--- config.mk ---
export PLATFORM = sky130hd
export DESIGN_NAME = cu_multicycle
export DESIGN_NICKNAME = d
export VERILOG_FILES = /design/src/rtl/cu_multicycle.sv
export SDC_FILE = /design/constraint.sdc
export NUM_CORES = 1
export LEC_CHECK = 0
export BUFFER_PORTS_ARGS = -buffer_cell sky130_fd_sc_hd__buf_2
export CAP_MARGIN = 25
export CORE_ASPECT_RATIO = 1.5
export CORE_UTILIZATION = 42
export CTS_BUF_LIST = sky130_fd_sc_hd__clkbuf_16
export CTS_CLUSTER_SIZE = 24
export DETAILED_ROUTE_END_ITERATION = 12
export PLACE_DENSITY = 0.75
export SLEW_MARGIN = 20
export SYNTH_ARGS = -nofsm -noshare
export SYNTH_HDL_FRONTEND = slang
export SYNTH_SLANG_ARGS = --single-unit
--- constraint.sdc ---
create_clock -name clk -period 1.35 [get_ports clk]
set_input_delay 0.135 -clock clk [delete_from_list [all_inputs] [get_ports clk]]
set_output_delay 0.135 -clock clk [all_outputs]
set_load 0.1 [all_outputs]
--- src/rtl/cu_multicycle.sv ---
// Multicycle control unit (FETCH/DECODE/EXEC/MEM/WB); each output is the registered decision of the previous cycle's state.
// Optional macro CU_BRANCH_UNSIGNED_EN enables BLTU/BGEU decoding with BrUn.
module cu_multicycle #(
  parameter int ALUOP_W = 4,
  parameter int ILEN    = 32
) (
  input  logic               clk,
  input  logic               rst_n,
  input  logic [ILEN-1:0]    I,
  input  logic               I_valid,
  input  logic               BrEq,
  input  logic               BrLt,
  input  logic               mem_ready,
  output logic [ALUOP_W-1:0] ALUop,
  output logic [2:0]         ImmSel,
  output logic               ASel,
  output logic               BSel,
  output logic               BrUn,
  output logic               PCSel,
  output logic               PCWrite,
  output logic               IRWrite,
  output logic               wEn,
  output logic [1:0]         WBSel,
  output logic               mem_req,
  output logic               MemRW,
  output logic               illegal
);

  localparam logic [6:0] OP_R      = 7'b0110011;
  localparam logic [6:0] OP_I      = 7'b0010011;
  localparam logic [6:0] OP_LOAD   = 7'b0000011;
  localparam logic [6:0] OP_STORE  = 7'b0100011;
  localparam logic [6:0] OP_BRANCH = 7'b1100011;
  localparam logic [6:0] OP_JAL    = 7'b1101111;
  localparam logic [6:0] OP_LUI    = 7'b0110111;

  localparam logic [3:0] ALU_ADD  = 4'b1001;
  localparam logic [3:0] ALU_SUB  = 4'b0001;
  localparam logic [3:0] ALU_XOR  = 4'b0010;
  localparam logic [3:0] ALU_OR   = 4'b0011;
  localparam logic [3:0] ALU_AND  = 4'b0100;
  localparam logic [3:0] ALU_SLL  = 4'b0101;
  localparam logic [3:0] ALU_SRL  = 4'b1101;
  localparam logic [3:0] ALU_SRA  = 4'b1110;
  localparam logic [3:0] ALU_SLT  = 4'b0110;
  localparam logic [3:0] ALU_SLTU = 4'b0111;

  typedef enum logic [2:0] {FETCH, DECODE, EXEC, MEM, WB} stateT;

  stateT           state, stateNext;
  logic [ILEN-1:0] instrReg;
  logic [6:0]      opcode;
  logic [2:0]      funct3;
  logic            altBit;
  logic            unusedBits;

  logic isR, isI, isLoad, isStore, isBranch, isJal, isLui, opLegal;
  logic [3:0] aluDecoded;
  logic [2:0] immDecoded;
  logic       branchLegal, branchTaken;

  logic [3:0] aluOpQ, aluOpNext;
  logic [2:0] immSelNext;
  logic [1:0] wbSelNext;
  logic aSelNext, bSelNext, pcSelNext, pcWriteNext, irWriteNext;
  logic wEnNext, memReqNext, memRwNext, illegalNext;
`ifdef CU_BRANCH_UNSIGNED_EN
  logic branchUnsigned, brUnNext;
`endif

  assign opcode     = instrReg[6:0];
  assign funct3     = instrReg[14:12];
  assign altBit     = instrReg[30];
  assign unusedBits = ^{instrReg[ILEN-1:31], instrReg[29:15], instrReg[11:7]};

  assign isR      = (opcode == OP_R);
  assign isI      = (opcode == OP_I);
  assign isLoad   = (opcode == OP_LOAD);
  assign isStore  = (opcode == OP_STORE);
  assign isBranch = (opcode == OP_BRANCH);
  assign isJal    = (opcode == OP_JAL);
  assign isLui    = (opcode == OP_LUI);
  assign opLegal  = isR | isI | isLoad | isStore | isBranch | isJal | isLui;

  assign ALUop = ALUOP_W'(aluOpQ);

  // Only R and I-ALU take their operation from funct3; everything else adds.
  always_comb begin
    aluDecoded = ALU_ADD;
    if (isR || isI) begin
      case (funct3)
        3'b000:  aluDecoded = (isR && altBit) ? ALU_SUB : ALU_ADD;
        3'b001:  aluDecoded = ALU_SLL;
        3'b010:  aluDecoded = ALU_SLT;
        3'b011:  aluDecoded = ALU_SLTU;
        3'b100:  aluDecoded = ALU_XOR;
        3'b101:  aluDecoded = altBit ? ALU_SRA : ALU_SRL;
        3'b110:  aluDecoded = ALU_OR;
        default: aluDecoded = ALU_AND;
      endcase
    end
  end

  always_comb begin
    immDecoded = 3'd0;
    if (isI || isLoad) immDecoded = 3'd1;
    else if (isStore)  immDecoded = 3'd2;
    else if (isBranch) immDecoded = 3'd3;
    else if (isLui)    immDecoded = 3'd4;
    else if (isJal)    immDecoded = 3'd5;
  end

  // Unsupported branch conditions are reported as illegal and never taken.
  always_comb begin
    branchLegal = 1'b1;
    branchTaken = 1'b0;
`ifdef CU_BRANCH_UNSIGNED_EN
    branchUnsigned = 1'b0;
`endif
    case (funct3)
      3'b000: branchTaken = BrEq;
      3'b001: branchTaken = !BrEq;
      3'b100: branchTaken = BrLt;
      3'b101: branchTaken = !BrLt;
`ifdef CU_BRANCH_UNSIGNED_EN
      3'b110: begin branchTaken = BrLt;  branchUnsigned = 1'b1; end
      3'b111: begin branchTaken = !BrLt; branchUnsigned = 1'b1; end
`endif
      default: branchLegal = 1'b0;
    endcase
  end

  always_comb begin
    stateNext   = state;
    aluOpNext   = 4'd0;
    immSelNext  = 3'd0;
    aSelNext    = 1'b0;
    bSelNext    = 1'b0;
    pcSelNext   = 1'b0;
    pcWriteNext = 1'b0;
    irWriteNext = 1'b0;
    wEnNext     = 1'b0;
    wbSelNext   = 2'd0;
    memReqNext  = 1'b0;
    memRwNext   = 1'b0;
    illegalNext = 1'b0;
`ifdef CU_BRANCH_UNSIGNED_EN
    brUnNext    = 1'b0;
`endif
    case (state)
      FETCH: begin
        if (I_valid) begin
          irWriteNext = 1'b1;
          stateNext   = DECODE;
        end
      end
      DECODE: begin
        if (opLegal) begin
          stateNext = EXEC;
        end else begin
          illegalNext = 1'b1;
          pcWriteNext = 1'b1;
          stateNext   = FETCH;
        end
      end
      EXEC: begin
        aluOpNext  = aluDecoded;
        immSelNext = immDecoded;
        aSelNext   = isBranch | isJal;
        bSelNext   = !isR;
        if (isBranch) begin
          pcWriteNext = 1'b1;
          pcSelNext   = branchLegal & branchTaken;
          illegalNext = !branchLegal;
`ifdef CU_BRANCH_UNSIGNED_EN
          brUnNext    = branchUnsigned;
`endif
          stateNext   = FETCH;
        end else if (isLoad || isStore) begin
          stateNext = MEM;
        end else begin
          pcSelNext = isJal;
          stateNext = WB;
        end
      end
      MEM: begin
        memReqNext = 1'b1;
        memRwNext  = isStore;
        if (mem_ready) begin
          if (isStore) begin
            pcWriteNext = 1'b1;
            stateNext   = FETCH;
          end else begin
            stateNext = WB;
          end
        end
      end
      WB: begin
        wEnNext     = 1'b1;
        pcWriteNext = 1'b1;
        pcSelNext   = isJal;
        wbSelNext   = isLoad ? 2'd1 : (isJal ? 2'd2 : 2'd0);
        stateNext   = FETCH;
      end
      default: stateNext = FETCH;
    endcase
  end

  always_ff @(posedge clk or negedge rst_n) begin
    if (!rst_n) begin
      state    <= FETCH;
      instrReg <= '0;
      aluOpQ   <= 4'd0;
      ImmSel   <= 3'd0;
      ASel     <= 1'b0;
      BSel     <= 1'b0;
      PCSel    <= 1'b0;
      PCWrite  <= 1'b0;
      IRWrite  <= 1'b0;
      wEn      <= 1'b0;
      WBSel    <= 2'd0;
      mem_req  <= 1'b0;
      MemRW    <= 1'b0;
      illegal  <= 1'b0;
`ifdef CU_BRANCH_UNSIGNED_EN
      BrUn     <= 1'b0;
`endif
    end else begin
      state <= stateNext;
      if (state == FETCH && I_valid) instrReg <= I;
      aluOpQ  <= aluOpNext;
      ImmSel  <= immSelNext;
      ASel    <= aSelNext;
      BSel    <= bSelNext;
      PCSel   <= pcSelNext;
      PCWrite <= pcWriteNext;
      IRWrite <= irWriteNext;
      wEn     <= wEnNext;
      WBSel   <= wbSelNext;
      mem_req <= memReqNext;
      MemRW   <= memRwNext;
      illegal <= illegalNext;
`ifdef CU_BRANCH_UNSIGNED_EN
      BrUn    <= brUnNext;
`endif
    end
  end

`ifndef CU_BRANCH_UNSIGNED_EN
  assign BrUn = 1'b0;
`endif

endmodule

* After elaboration in Yosys (flattened, before gate mapping)
Index checks and enable logic that the tools add are counted.
** Storage, ports and cells
- Flip-flop bits (word level) :: 52
- Input bits :: 38
- Output and inout port bits :: 19
- Word-level logic and storage cells :: 94
** Operators by class
- Eq/ne operators :: 19
- Multiplexer cells :: 40
- Bitwise gates (word level) :: 8
- Reduce and logical (&&, ||, !) cells :: 13
** Operators with widths (number)
- 3-bit 2-to-1 mux :: 11
- 4-bit case mux with 7 select lines :: 1
- 7-bit by 6-bit == test with 1-bit output, second input constant :: 3
- 1-bit 2-to-1 mux :: 15
- 7-bit == test, second input constant :: 2
- 3-bit by 2-bit == test with 1-bit output, second input constant :: 4
- 3-bit == test, second input constant :: 4
- 4-bit 2-to-1 mux :: 3
- 3-bit case mux with 4 select lines :: 1
- 2-bit 2-to-1 mux :: 5
- 1-bit case mux with 4 select lines :: 2
- 7-bit by 2-bit == test with 1-bit output, second input constant :: 1
- 7-bit by 5-bit == test with 1-bit output, second input constant :: 1
- 1-bit OR :: 7
- 3-bit by 1-bit == test with 1-bit output, second input constant :: 2
- 3-bit logical NOT :: 2
- 1-bit logical NOT :: 4
- 2-bit != test, second input constant :: 2
- 1-bit case mux with 2 select lines :: 2
- 4-bit OR reduction :: 1
- 1-bit logical OR :: 3
- 1-bit logical AND :: 2
- 2-bit AND reduction :: 1
- 1-bit bitwise AND :: 1

* Longest topological paths before layout
- Depth after elaboration :: 9
- Depth in mapped cells :: 5
- Gate-level depth less buffers :: 5

* Worst setup path after synthesis
Ideal clock, no wire load.
- Path type :: register -> register
- From :: reg state[0]
- To :: reg instrReg[0]
- Library setup time :: 125 ps
- Data arrival time :: 1280 ps
- Data required time :: 1225 ps
- Setup slack :: -54 ps
- Cell stages (with the launch flop) :: 6
- Path buffers :: 1
- Clock period less this slack :: 1404 ps
- Path through :: dfrtp_1 > nor2_1 > nand2_1 > nor2_1 > buf_4 > mux2_2
** Between the ends
- Word-level cells in the longest chain between the ends :: 2
** Ends and longest elaborated chain
- from (decl) :: RTL line 50 : stateT state, stateNext;
- from (signal assigned) :: RTL line 229 : state <= stateNext;
- 3-bit logical NOT :: RTL line 230 : if (state == FETCH && I_valid) instrReg <= I;
- 1-bit logical AND :: RTL line 230
- to (signal assigned) :: RTL line 212 : instrReg <= '0;
- to (signal assigned) :: RTL line 230
- to (decl) :: RTL line 51 : logic [ILEN-1:0] instrReg;
Every way passes these cells.
A chain may end at the register's enable or synchronous reset.

* Worst setup path in the final report
- From :: reg state[1]
- To :: reg BSel
** Between the ends
- Word-level cells in the longest chain between the ends :: 2
** Ends and longest elaborated chain
- 3-bit by 2-bit == test with 1-bit output :: RTL line 150 : case (state)
- 1-bit 2-to-1 mux :: RTL line 150
- named net bSelNext :: RTL line 65 : logic aSelNext, bSelNext, pcSelNext, pcWriteNext, irWriteNext;
- to (signal assigned) :: RTL line 234 : BSel <= bSelNext;
- to (decl) :: RTL line 17 : output logic BSel,
The timed path passes the listed nets, and every way through them passes these cells.

==> impl_results.md <==
- Netlist cell types: 33
- RSZ-0062 raised after global routing: yes
- Post-synth top area share: 57.2%
- Post-synthesis cell area: 1400 um^2
- Crit path max-delay cell type: dfrtp_1
- HP Class: in2reg
- Pre-Repair DR Iteration Count: 4
- Status: complete, but fails checks
- Worst reg2reg path startpoint: state[1]
- Tot Pwr: 3.62 mW
- DIE AREA: 3570 um^2
- Port bufs: 34
- Num CTS Buffers: 5
- Slew headroom: 55.8%
- Fraction of registers with async set/reset: 100%
- Area of the core: 3160 um^2
- Root buf cell: clkbuf_16
- Final Setup Violations: 19
- Htree depth: 2
- Initial Util: 44.3%
- Lkg Pwr: 0.960 nW
- Cells after Synth: 126
- DR WL/cell: 13.7 um
- Critical R2R Capture: BSel
- Row count: 25
- Post-Route Utilization: 61.6%
- Slew of the pin with the lowest slew margin: 662 ps
- Mean Syn Cell Area: 11.1 um^2
- Reg2Reg Depth: 4
- VDD IR max: 1.24 mV
- Cell accounting for the most synthesized area: dfrtp_1
- Die H: 72.7 um
- Final wirelength: 3.01 mm
- Placed cells: 209
- Placer Congestion: 0.798
- Worst setup EP type: flip-flop
- Vias in the first global route: 1,083
- Final nets: 217
- Final Skew: 4.24 ps
- Metal-1 WL: 1.14 mm
- Final period utilization: 105%
- Setup slack, reg-to-reg: -70 ps
- Worst EP arrival: 1610 ps
- Hold path cells: 2
- Hold EP: instrReg[0]
- DRC: 0
- Later-pin clock latency in the skew report: 270 ps
- Setup WS post-layout: -68.5 ps
- Top post-synthesis cells by area: dfrtp_1, mux2_2, nor3_1
- Most frequent CP cell: buf_4
- Met2 wire length: 1.61 mm
- CP bufs+invs: 2
- Slowest stage delay, CP: 430 ps
- CP Class: reg2reg
- Ant diodes: 0
- Failing checks: setup timing
- Cell-by-cell trace of the critical path: or3b_1 > buf_4 > buf_4 > a31oi_1
- Via count: 1,116
- Most common cell in the netlist: dfrtp_1
- Top Ports: 57
- First-pass GRT wire length: 4.62 mm
- Hold Path Origin: I[0]
- Number of synthesized flops with an enable pin: 0
- Max-capacitance violation count: 0
- Max frequency: 0.705 GHz
- Area growth, synth to finish: 39.1%
- Antenna-violating nets left: 0
- Post-synth top cells: dfrtp_1, mux2_2, nor2_1
- Uppermost layer routed: met4
- Max-slew violations: 0
- Worst-path maximum fanout: 8
- Iter 0 DRT Violations: 21
- Chip width: 49.1 um
- Overflow after GRT: 0
- CTS Buffer Depth: 2
- Layout cells sized above 1: 44.4%
- Vias per std cell: 5.07
- Crit path required time: 1540 ps
- WL met3: 132 um
- Final hold violation count: 0
- Sequential fraction of the synthesis area: 57.2%
- Setup TNS: -955 ps
- Mapped Nets: 164
- HPWL Detailed: 2.12 mm
- Minimum clock period: 1420 ps
- Clock sinks: 32
- Top delay family on crit path: flip-flops
- Gr usage total: 17.8%
- Fin cells: 220
- Power Dens Cells: 1860 nW/um^2
- Largest net degree at the start of global routing: 33
- Startpoint Class: flip-flop
- Main synth FF type: dfrtp_1
- Antenna violations before repair: 0
- Hold slack: 96.6 ps
- #FFs+latches synth: 32
- Clock transition at path regs: 50 ps
- CTS tree: done
- Yosys warning total: 0
[worst register-to-register path, cell delays in order (launching register included)]
cell and delay (ps):
dfrtp_1 430, or3b_1 430, buf_4 190, buf_4 140, a31oi_1 140
[kinds of logic (layout without fill, tap and decap cells)]
logic type | Yosys count | count (layout) | synth area share [%]
flip-flops | 32 | 32 | 57.2
AO/OA/AOI/OAI | 19 | 19 | 8.13
multiplexers | 13 | 13 | 10.3
AND/OR/NAND/NOR | 46 | 46 | 17.8
buffers and inverters | 12 | 66 | 4.38
adder cells (fa/ha/maj) | 1 | 1 | 0.715
other | 1 | 1 | 0.268
XOR/XNOR | 2 | 2 | 1.25
[state kept, by name, indices dropped and copies added, names as in the netlist, 2 cells and up]
name and flops:
instrReg 11, ALUop 4, ImmSel 3, state 3
WBSel 2
[worst max-delay path by stage]
stage,from,end,depth (start not counted),slack (ps)
2_1_floorplan,state[0],instrReg[0],5,6
3_3_place_gp,state[1],instrReg[13],5,-20
3_5_place_dp,state[2],PCWrite,5,-80
4_1_cts,state[1],instrReg[1],5,-50
5_1_grt,instrReg[6],state[1],5,-180
6_report,state[1],BSel,4,-70
[report_power, final]
group | switching [mW] | internal [mW]
registers | 0.186 | 1.13
logic | 0.782 | 0.515
clock network | 0.350 | 0.659
[metal layers]
layer / vias to the layer above / track usage (%)
li1: 545 / -
met1: 527 / 17.9
met2: 31 / 30.9
met3: 13 / 6.04
met4: 0 / 11.4
met5: - / 0
[repair_timing]
action	CTS	global route
gates resized for setup	7	7
pin swaps	0	3
gates cloned	0	0
hold buffers	1	0
hold endpoints to repair	32	0
setup endpoints to repair	19	24
setup buffers	1	1
[stage by stage]
stage               setup WS, ps  instance area (um^2)
floorplan                   5.90                  1410
global placement           -19.6                  1720
detailed placement         -79.7                  1720
CTS                        -45.8                  1900
global route                -183                  1950
finish                     -68.5                  1950
[cells in the final DEF (no fill, tap or decap), types with 5 or more instances in the layout]
master,count
mux2_2,8
buf_2,34
buf_4,17
nor2_1,7
clkbuf_16,5
dfrtp_1,32
a21oi_1,7
nand2_1,8
nor3_1,6
inv_1,6
[area by class of cell]
class	count	area (um^2)
clock buffer	5	125
timing repair buffer	54	339
sequential	32	801
multi-input combinational	82	606
fill	263	1210
inverter	4	15.0
clock inverter	3	11.3
tap	40	50.0
No activity file was read; power rests on OpenSTA's default activity.
